===== config.mk =====
export PLATFORM = sky130hd
export DESIGN_NAME = seven_seg_scan
export DESIGN_NICKNAME = d
export VERILOG_FILES = /design/src/rtl/seven_seg_pkg.sv /design/src/rtl/seven_seg_decode.sv /design/src/rtl/seven_seg_scan.sv
export SDC_FILE = /design/constraint.sdc
export NUM_CORES = 1
export LEC_CHECK = 0
export ABC_AREA = 1
export CORE_ASPECT_RATIO = 2
export CORE_UTILIZATION = 54
export CTS_CLUSTER_DIAMETER = 120
export CTS_CLUSTER_SIZE = 16
export DETAILED_ROUTE_END_ITERATION = 12
export PLACE_DENSITY = 0.89
export SETUP_SLACK_MARGIN = 0.5
export SYNTH_ARGS = -nofsm -noshare
export SYNTH_HDL_FRONTEND = slang
export SYNTH_SLANG_ARGS = --single-unit

===== constraint.sdc =====
create_clock -name clk -period 3 [get_ports clk]
set_input_delay 0.6 -clock clk [delete_from_list [all_inputs] [get_ports clk]]
set_output_delay 0.6 -clock clk [all_outputs]
set_load 0.1 [all_outputs]

===== src/rtl/seven_seg_pkg.sv =====
// Shared types, segment constants and the BCD-to-segment helper for the
// seven-segment scan driver.
package seven_seg_pkg;

    typedef logic [6:0] seg_t;

    // Segment order is {g,f,e,d,c,b,a}, active-high.
    localparam seg_t SEG_BLANK = 7'h00;
    localparam seg_t SEG_DASH  = 7'h40;
    localparam seg_t SEG_DIGIT [0:9] = '{
        7'h3F, 7'h06, 7'h5B, 7'h4F, 7'h66,
        7'h6D, 7'h7D, 7'h07, 7'h7F, 7'h6F
    };

    // Non-decimal codes render as a dash so corrupt data is visible, not silent.
    function automatic seg_t bcd_to_seg(input logic [3:0] bcd);
        seg_t code;
        case (bcd)
            4'd0:    code = SEG_DIGIT[0];
            4'd1:    code = SEG_DIGIT[1];
            4'd2:    code = SEG_DIGIT[2];
            4'd3:    code = SEG_DIGIT[3];
            4'd4:    code = SEG_DIGIT[4];
            4'd5:    code = SEG_DIGIT[5];
            4'd6:    code = SEG_DIGIT[6];
            4'd7:    code = SEG_DIGIT[7];
            4'd8:    code = SEG_DIGIT[8];
            4'd9:    code = SEG_DIGIT[9];
            default: code = SEG_DASH;
        endcase
        return code;
    endfunction

endpackage


===== src/rtl/seven_seg_decode.sv =====
// Combinational BCD to seven-segment decoder; one instance serves every
// scanned digit.
module seven_seg_decode
    import seven_seg_pkg::*;
(
    input  logic [3:0] bcd,
    output seg_t       seg
);

    // Pure table lookup, blanking is handled by the scanner.
    always_comb begin
        seg = bcd_to_seg(bcd);
    end

endmodule


===== src/rtl/seven_seg_scan.sv =====
// Time-multiplexed N-digit seven-segment driver with leading-zero blanking
// and an anti-ghost dead slot. Optional decimal points: SEVEN_SEG_DP_EN.
module seven_seg_scan
    import seven_seg_pkg::*;
#(
    parameter int NUM_DIGITS = 4,
    parameter int SCAN_DIV   = 4
) (
    input  logic                    clk,
    input  logic                    rst,
    input  logic                    load,
    input  logic [4*NUM_DIGITS-1:0] digits_in,
`ifdef SEVEN_SEG_DP_EN
    input  logic [NUM_DIGITS-1:0]   dp_in,
    output logic                    dp,
`endif
    input  logic                    lzb,
    output seg_t                    seg,
    output logic [NUM_DIGITS-1:0]   an,
    output logic                    frame
);

    localparam int IW = (NUM_DIGITS > 1) ? $clog2(NUM_DIGITS) : 1;
    localparam int PW = (SCAN_DIV > 1) ? $clog2(SCAN_DIV) : 1;
    localparam logic [IW-1:0] IDX_LAST = IW'(NUM_DIGITS - 1);
    localparam logic [PW-1:0] PRE_LAST = PW'(SCAN_DIV - 1);

    logic [NUM_DIGITS-1:0][3:0] shadow_r;
    logic [PW-1:0]              pre_r;
    logic [IW-1:0]              idx_r;
    logic                       wrap_r;

    logic                       tick_s;
    logic                       wrap_s;
    logic [3:0]                 digit_s;
    seg_t                       dec_seg_s;
    seg_t                       seg_next_s;
    logic [NUM_DIGITS-1:0]      onehot_s;
    logic [NUM_DIGITS-1:0]      dp_mask_s;
    logic [NUM_DIGITS-1:0]      zero_run_s;
    logic                       run_s;

`ifdef SEVEN_SEG_DP_EN
    logic [NUM_DIGITS-1:0]      shadow_dp_r;
    assign dp_mask_s = shadow_dp_r;
`else
    assign dp_mask_s = '0;
`endif

    assign tick_s   = (pre_r == PRE_LAST);
    assign wrap_s   = tick_s && (idx_r == IDX_LAST);
    assign digit_s  = shadow_r[idx_r];
    assign onehot_s = {{(NUM_DIGITS-1){1'b0}}, 1'b1} << idx_r;

    seven_seg_decode u_decode (
        .bcd (digit_s),
        .seg (dec_seg_s)
    );

    // zero_run_s[i]: digit i and all more-significant digits are zero with no dp set.
    always_comb begin
        run_s      = 1'b1;
        zero_run_s = '0;
        for (int i = NUM_DIGITS - 1; i >= 0; i--) begin
            run_s         = run_s & (shadow_r[i] == 4'd0) & ~dp_mask_s[i];
            zero_run_s[i] = run_s;
        end
    end

    // Digit 0 is never blanked so an all-zero value still reads "0".
    always_comb begin
        if (lzb && (idx_r != '0) && zero_run_s[idx_r]) begin
            seg_next_s = SEG_BLANK;
        end else begin
            seg_next_s = dec_seg_s;
        end
    end

    // Shadow capture, slot prescaler, digit index and registered pin drivers.
    always_ff @(posedge clk) begin
        if (rst) begin
            shadow_r <= '0;
            pre_r    <= '0;
            idx_r    <= '0;
            wrap_r   <= 1'b0;
            seg      <= SEG_BLANK;
            an       <= '0;
            frame    <= 1'b0;
`ifdef SEVEN_SEG_DP_EN
            shadow_dp_r <= '0;
            dp          <= 1'b0;
`endif
        end else begin
            if (load) begin
                shadow_r <= digits_in;
`ifdef SEVEN_SEG_DP_EN
                shadow_dp_r <= dp_in;
`endif
            end
            if (tick_s) begin
                pre_r <= '0;
                idx_r <= wrap_s ? '0 : idx_r + IW'(1);
            end else begin
                pre_r <= pre_r + PW'(1);
            end
            // Delayed one cycle so frame lines up with the first digit-0 output.
            wrap_r <= wrap_s;
            frame  <= wrap_r;
            seg    <= seg_next_s;
            an     <= (pre_r == '0) ? '0 : onehot_s;
`ifdef SEVEN_SEG_DP_EN
            dp <= shadow_dp_r[idx_r];
`endif
        end
    end

endmodule


After elaboration in Yosys (flattened, before gate mapping)
Memories as Yosys holds them, arrays and structs flattened. A register that Yosys moved wholly into a read port is not among the register bits.
Cells that the tools add are included.
{"block": "totals", "reg_bits": 26, "romBits": 112, "in_bits": 20, "output_inout_bits": 12, "word_cells": 36, "n_memories": 1}
{"block": "classes", "add_sub_neg": 2, "n_lt_le_gt_ge": 1, "eq_ne": 2, "shift": 1, "muxes": 5, "bitwise_logic": 3, "reduce_logical": 12}
{"memory": "(no name shown)", "depth": 16, "width": 7, "rd": 1, "rd_clocked_by_memory_dff": 1, "wr": 0, "line": "seven_seg_pkg.sv:18", "text": "case (bcd)"}
{"op": "$logic_not A4 Y1", "n": 4}
{"op": "$bmux W4 S2", "n": 1}
{"op": "$reduce_or A2 Y1", "n": 3}
{"op": "$add A2 B1 Y2 const B", "n": 2}
{"op": "$eq A2 B2 Y1 const B", "n": 2}
{"op": "$mux W4", "n": 1}
{"op": "$shl A1 B2 Y4 const A", "n": 1}
{"op": "$and A1 B1 Y1", "n": 3}
{"op": "$logic_and A1 B1 Y1", "n": 3}
{"op": "$lt A2 B3 Y1 const B", "n": 1}
{"op": "$bmux W1 S2", "n": 1}
{"op": "$logic_not A2 Y1", "n": 1}
{"op": "$mux W2", "n": 1}
{"op": "$reduce_bool A2 Y1", "n": 1}
{"op": "$mux W1", "n": 1}

Longest topological paths before layout
Gate-level depths: netlist of the first run.
{"block": "logic_depth", "word_depth": 8, "depth_mapped": 12, "depth_no_buf": 12}

Modules after synthesis
A second synthesis of the first run with hierarchy kept.
{"block": "unflattened", "cells_unflattened": 212, "area_unflattened_um2": 1534.0}
{"module": "seven_seg_scan", "n_inst": 1, "cells_per_inst": 172, "area_per_inst_um2": 1321.3, "seq_area_each_um2": 660.6}
{"module": "seven_seg_decode", "n_inst": 1, "cells_per_inst": 40, "area_per_inst_um2": 212.7, "seq_area_each_um2": 0.0}

Worst setup path before layout of the first run
OpenSTA, ideal clock, no wires.
{"block": "synth_timing", "path_type": "reg-to-reg", "start": "register idx_r[0]", "end": "register seg[3]", "setup_time_ns": 0.123, "arrival_ns": 1.420, "required_ns": 2.877, "path_slack_ns": 1.457, "stages_incl_launch_ff": 12, "path_buffers": 1, "synth_period_minus_slack_ns": 1.543, "path_cell_list": "dfxtp_1 > buf_6 > nor2_1 > nor2_1 > nand2_1 > nand2_1 > inv_1 > ha_1 > nand2_1 > nand2_1 > nand2_1 > a21oi_1"}
{"block": "synth_via", "elab_chain_len": 4, "word_cells_on_any_way": 8, "cone_classes": "4 x mux; 4 x reduce/logical"}
{"item": "start, declared", "line": "seven_seg_scan.sv:30", "text": "logic [IW-1:0] idx_r;"}
{"item": "start signal, assigned", "line": "seven_seg_scan.sv:102", "text": "idx_r <= wrap_s ? '0 : idx_r + IW'(1);"}
{"item": "$bmux W1 S2 / $reduce_bool A2 Y1 (equally long branches)", "line": "seven_seg_scan.sv:72", "text": "if (lzb && (idx_r != '0) && zero_run_s[idx_r]) begin"}
{"item": "$mux W1 (not written as such) / $logic_and A1 B1 Y1 (equally long branches)", "line": "seven_seg_scan.sv:72"}
{"item": "$logic_and A1 B1 Y1", "line": "seven_seg_scan.sv:72"}
{"item": "$reduce_or A2 Y1 (no source line)"}
{"item": "end, declared", "line": "seven_seg_scan.sv:18", "text": "output seg_t seg,"}
Parallel ways exist; a longest one is shown, timed or not. The select of a mux whose other input is x is not followed.
A chain may end at the register's enable or synchronous reset.

Final worst setup path of the first run
{"block": "layout_timing", "start": "register idx_r[0]", "end": "register seg[5]"}
Same word-level chain as after synthesis.

==> out/metrics.csv, run 1 <==
metric,value,unit
critical_path.startpoint_type,flip-flop,
design_power_total,1188,uW
synth_top_flop_cell,sky130_fd_sc_hd__dfxtp_1,
syn2layout_area_growth,24.44,%
setup-tns-final,0,ps
dp_cells,266,
timing.final.setup_violations,0,
critical-path-top-cell-by-count,sky130_fd_sc_hd__nand2_1,
path_buf_inv,3,
drv_slew,0,
fin_worst_skew,4.881,ps
initial_utilization,56.73,%
synth_edf_count,0,
total_leakage_power,0.0009236,uW
postCtsHoldBufs,0,
p_int,778.5,uW
final_core_utilization,70.60,%
cts.repair_timing.setup_buffer_count,0,
final.fill_count,236,
buffer_ports.inserted,31,
synthesis.instances,211,
crit_family,flip-flops,
antenna_found_initial,0,
fin_nets,274,
clock_tree.buffer_depth,2,
chipWidth,40.15,microns
timing.final.crit_period,1963,ps
ys_ff_latch,33,
hold_viol,0,
most-common-layout-cells,"sky130_fd_sc_hd__nand2_1 (39), sky130_fd_sc_hd__nor2_1 (36), sky130_fd_sc_hd__dfxtp_1 (33)",
power.share.sequential,41.7,%
relSlewSlack,61.58,%
avgViaCountPerCell,5.164,
fp.coreArea,2770,sq um
synth.distinct_cells,24,
grt_pass1_vias,1311,
p_sw_share,34.47,%
crit_path_cell_trace,inv_2 -> nand2_1 -> o21ai_2 -> nor2_4 -> inv_1 -> ha_1 -> inv_1 -> nand2_1 -> nand2_1 -> nand2_1 -> a21oi_1,
cp_endpoint_kind,flip-flop,
critical_path.slowest_cell,sky130_fd_sc_hd__dfxtp_1,
cp.required,3220,ps
grt_setup_unrepaired,false,
cts_tree,yes,
die_area,3143,sq um
postCtsResizedCells,0,
netSwitchingPower,409.5,uW
timing.critical_path.slowest_cell_delay,630,ps
floorplan.rows,27,
most_common_library_cell_in_the_layout_ignoring_fill_and_taps,sky130_fd_sc_hd__nand2_1,
antenna-diode-count,0,
hold_path_class,reg2reg,
total_congestion_overflow,0,
critPathKind,reg2reg,
detail-route-antenna-nets,0,
drc_errors,0,
clock_power_share,30.5,%
grt_usage,23.68,%
final_cycle_share,65.45,%
syn_warnings,0,
timing.critical_path.fanout_max,16,
grt_max_degree,25,
layout-drive-gt1-share,14.29,%
clockRootBuffer,sky130_fd_sc_hd__clkbuf_8,
synth_area_per_cell,7.448,sq um
die_h,78.29,microns
combPwrFrac,27.8,%
detailedRoute.firstPassIterationCount,4,
yosysSeqAreaShare,42.04,%
outcome,completed,
numCtsBuffers,5,
floorplan.io_pins,32,
max_freq,509.3,MHz
worst_pin_slew,575.6,ps
ir_worst_vdd,0.3974,mV
cts.sink_count,33,
detailed_route_via_count,1415,
synthArstFlopShare,0,%
post-dp-hpwl,2494,microns
cp_data_arrival_time,2180,ps
dr.first_iter.drc_count,39,
max_cap_violations,0,
clk_transition_reported_paths,60,ps
drt-total-wl,3157,microns
postSynthNetCount,241,
routed_wire_length_per_instance,11.52,microns
clock_latency,290,ps
htree_num_levels,2,
first_pass_grt_wire_length,5161,microns
gp_congestion,0.9653,
post_synth_instance_area,1572,sq um
power.density_cell_area,607.5,nW/um^2
final-instance-count-excl-fill,274,
## logic make-up (layout without fill, tap and decap cells)
logic type      after synthesis  count (layout)  synth area share, %
compound gates               38              38                13.22
buf+inv                      30              64                8.121
flops                        33              33                42.04
fa+ha+maj                    10              10                7.962
simple gates                100             100                28.66
## power groups by stage
stage | combinational (uW) | sequential, uW | clock (uW)
finish | 330 | 496 | 363
global route | 356 | 501 | 381
CTS | 331 | 496 | 364
detailed placement | 329 | 505 | 0
global placement | 322 | 505 | 0
floorplan | 128 | 624 | 0
## stage by stage
step | worst slack [ps] | cell area [sq um] | hold slack [ps]
2_1_floorplan | 1457 | 1572 | 388.3
3_3_place_gp | 996.0 | 1854 | 391.4
3_5_place_dp | 939.6 | 1854 | 397.8
4_1_cts | 1055 | 1956 | 406.8
5_1_grt | 858.4 | 1956 | 428.1
6_report | 1037 | 1956 | 402.6
## flip-flops by register name (all words and copies together) (netlist names)
| signal | count |
|---|---|
| seg | 7 |
| frame | 1 |
| idx_r | 2 |
| pre_r | 2 |
| an | 4 |
| shadow_r | 16 |
| wrap_r | 1 |
## synthesized netlist by cell type (2+ instances only)
cell                       instances  area share (%)
sky130_fd_sc_hd__dfxtp_1          33              42
sky130_fd_sc_hd__nor2_4            2             1.4
sky130_fd_sc_hd__clkbuf_1          2            0.48
sky130_fd_sc_hd__ha_1             10             8.0
sky130_fd_sc_hd__nor3_1            4             1.3
sky130_fd_sc_hd__nor2_2            2            0.80
sky130_fd_sc_hd__inv_1            24             5.7
sky130_fd_sc_hd__nand2_2           3             1.2
sky130_fd_sc_hd__a21oi_1          17             5.4
sky130_fd_sc_hd__nand2_1          39             9.3
sky130_fd_sc_hd__buf_6             2             1.4
sky130_fd_sc_hd__nor2_1           36             8.6
sky130_fd_sc_hd__o21ai_0          17             5.4
sky130_fd_sc_hd__nand3_2           4             2.5
sky130_fd_sc_hd__nand3_1           7             2.2
## worst reg2reg max path: cells and delay by family, from the launching register on
kind	cells	cell delay, ps
adders and majority gates	1	190
buffers and inverters	3	370
AOI/OAI and AO/OA	2	190
DFF	1	630
and+or+nand+nor	5	520
## path summary, 6_finish.rpt
kind	startpoint	end	slack (ps)	cells after the start
setup / recovery	idx_r[0]	seg[5]	1040	11
hold / removal	wrap_r	frame	400	2
setup reg to reg	idx_r[0]	seg[5]	1040	11
hold reg to reg	wrap_r	frame	400	2
## routing by layer
metal	share of wire, %	track usage, %	up-vias
met5	0	0	-
met4	2.3	12.07	0
met1	36	19.82	641
met2	58	44.68	31
met3	3.4	5.367	6
li1	-	-	737
## final cells by class
cell class	instances	area [sq um]	share of cell area [%]
Timing Repair Buffer	31	280.3	14.33
Clock buffer	7	96.34	4.926
Tap cell	29	36.28	1.855
Inverter	25	93.84	4.798
Multi-Input combinational cell	148	783.3	40.05
Sequential cell	33	660.6	33.78
Clock inverter	1	5.005	0.2559
No activity file was read; power rests on OpenSTA's default activity.
==> run 2: changes to the inputs <==
--- a/config.mk
+++ b/config.mk
@@ -7,11 +7,11 @@
 export LEC_CHECK = 0
 export ABC_AREA = 1
 export CORE_ASPECT_RATIO = 2
-export CORE_UTILIZATION = 54
+export CORE_UTILIZATION = 50
 export CTS_CLUSTER_DIAMETER = 120
 export CTS_CLUSTER_SIZE = 16
 export DETAILED_ROUTE_END_ITERATION = 12
-export PLACE_DENSITY = 0.89
+export PLACE_DENSITY = 0.84
 export SETUP_SLACK_MARGIN = 0.5
 export SYNTH_ARGS = -nofsm -noshare
 export SYNTH_HDL_FRONTEND = slang
==> constraint.sdc (replaced) <==
create_clock -name clk -period 2 [get_ports clk]
set_input_delay 0.4 -clock clk [delete_from_list [all_inputs] [get_ports clk]]
set_output_delay 0.4 -clock clk [all_outputs]
set_load 0.1 [all_outputs]
==> out/metrics.csv, run 2 (synthesized netlist as in run 1, its figures left out) <==
metric,value,unit
final-instance-count-excl-fill,286,
grt_pass1_vias,1331,
timing.final.setup_violations,0,
cp.required,2170,ps
clockRootBuffer,sky130_fd_sc_hd__clkbuf_8,
post-dp-hpwl,2406,microns
final_cycle_share,77.21,%
relSlewSlack,72.09,%
clock_tree.buffer_depth,2,
ir_worst_vdd,0.7378,mV
numCtsBuffers,5,
largest_register_ffs,16,
clk_transition_reported_paths,60,ps
syn2layout_area_growth,34.47,%
gp_congestion,0.9281,
buffer_ports.inserted,31,
cts_tree,yes,
hold_path_class,reg2reg,
hold_viol,0,
layout-drive-gt1-share,25.00,%
setup-tns-final,0,ps
initial_utilization,52.77,%
largest_register,shadow_r,
critical_path.startpoint_type,flip-flop,
fp.coreArea,2978,sq um
critPathKind,reg2reg,
dp_cells,270,
detailedRoute.firstPassIterationCount,4,
detailed_route_via_count,1487,
total_leakage_power,0.0009717,uW
cp_data_arrival_time,1720,ps
dr.first_iter.drc_count,33,
total_congestion_overflow,0,
antenna_found_initial,0,
most-common-layout-cells,"sky130_fd_sc_hd__nand2_1 (37), sky130_fd_sc_hd__nor2_1 (33), sky130_fd_sc_hd__dfxtp_1 (31)",
fin_nets,285,
p_int,1128,uW
floorplan.io_pins,32,
netSwitchingPower,645.2,uW
fin_worst_skew,7.543,ps
clock_latency,290,ps
power.share.sequential,41.8,%
chipWidth,41.64,microns
timing.critical_path.fanout_max,6,
layout_top_registers,"shadow_r (16), seg (7), an (4)",
cts.sink_count,33,
antenna-diode-count,0,
drt-total-wl,3491,microns
timing.final.crit_period,1544,ps
first_pass_grt_wire_length,5451,microns
power.density_cell_area,839.0,nW/um^2
worst_pin_slew,418.0,ps
drv_slew,0,
cp_endpoint_kind,flip-flop,
die_h,81.29,microns
p_sw_share,36.39,%
grt_max_degree,25,
die_area,3385,sq um
outcome,completed,
floorplan.rows,28,
grt_setup_unrepaired,true,
detail-route-antenna-nets,0,
max_freq,647.6,MHz
routed_wire_length_per_instance,12.21,microns
clock_power_share,26.9,%
avgViaCountPerCell,5.199,
postCtsHoldBufs,0,
max_cap_violations,0,
htree_num_levels,2,
grt_usage,21.50,%
most_common_library_cell_in_the_layout_ignoring_fill_and_taps,sky130_fd_sc_hd__nand2_1,
combPwrFrac,31.2,%
drc_errors,0,
==> run 2: cell types whose count changed in the layout (fill, tap and decap cells not counted), moves of 3 or more <==
cell                     change
sky130_fd_sc_hd__buf_4       +8
sky130_fd_sc_hd__inv_1       -6
sky130_fd_sc_hd__inv_2       +3
sky130_fd_sc_hd__ha_1        -3
sky130_fd_sc_hd__nor2_1      -3
==> run 2: repair_timing <==
| item | 4_1_cts | 5_1_grt |
|---|---|---|
| gates resized for setup | 19 | 11 |
| endpoints found under the setup margin | 7 | 23 |
| gates cloned | 0 | 1 |
| pin swaps | 7 | 6 |
| setup buffers | 5 | 2 |
==> run 2: worst paths after layout <==
| check | from | cells after the start | endpoint | slack, ps |
|---|---|---|---|---|
| max | idx_r[0] | 10 | seg[4] | 460 |
| min reg2reg | wrap_r | 2 | frame | 410 |
| max reg2reg | idx_r[0] | 10 | seg[4] | 460 |
| min | wrap_r | 2 | frame | 410 |
==> run 2: power groups by stage <==
stage	Sequential, uW	Clock, uW	Combinational, uW
2_1_floorplan	937	0	192
3_3_place_gp	754	0	492
3_5_place_dp	756	0	498
4_1_cts	740	479	525
5_1_grt	746	509	601
6_report	741	478	554
==> run 2: cell type report <==
type | instances | area (sq um)
clock inverter | 2 | 10.01
inverter | 25 | 105.1
clock buffer | 6 | 72.57
multi-input combinational | 148 | 847.1
tap | 30 | 37.54
timing repair buffer | 41 | 365.4
sequential | 33 | 668.1
timing repair inverter | 1 | 7.507
fill | 231 | 864.6
==> run 2: per-stage QoR <==
step / setup slack, ps / area [sq um] / hold slack (ps) / utilization [%] / power, uW
6_report: 455.8 / 2113 / 412.9 / 70.97 / 1773
5_1_grt: 381.7 / 2113 / 450.7 / 70.97 / 1857
4_1_cts: 485.4 / 2049 / 412.5 / 68.82 / 1744
3_5_place_dp: 209.7 / 1879 / 403.7 / 63.11 / 1254
3_3_place_gp: 267.2 / 1879 / 389.6 / 63.11 / 1247
2_1_floorplan: 517.2 / 1573 / 388.3 / - / 1129
==> run 2: per-layer routing <==
metal / share of wire (%) / up-vias / wire length, microns / track usage (%)
met5: 0 / - / 0 / 0
met4: 3.5 / 0 / 121 / 16.13
met3: 3.3 / 10 / 114 / 5.556
met2: 57 / 39 / 1990 / 39.69
met1: 36 / 684 / 1264 / 19.42
li1: - / 754 / - / -
==> run 2: worst max-delay path, stage by stage (launching register included) <==
cell and delay, ps:
sky130_fd_sc_hd__dfxtp_4 370, sky130_fd_sc_hd__buf_6 140, sky130_fd_sc_hd__o21ai_2 110, sky130_fd_sc_hd__nor2_2 70, sky130_fd_sc_hd__nor2_4 190, sky130_fd_sc_hd__inv_2 90, sky130_fd_sc_hd__ha_2 170, sky130_fd_sc_hd__inv_1 50
sky130_fd_sc_hd__nand2_1 70, sky130_fd_sc_hd__nand3_1 100, sky130_fd_sc_hd__a21oi_2 60
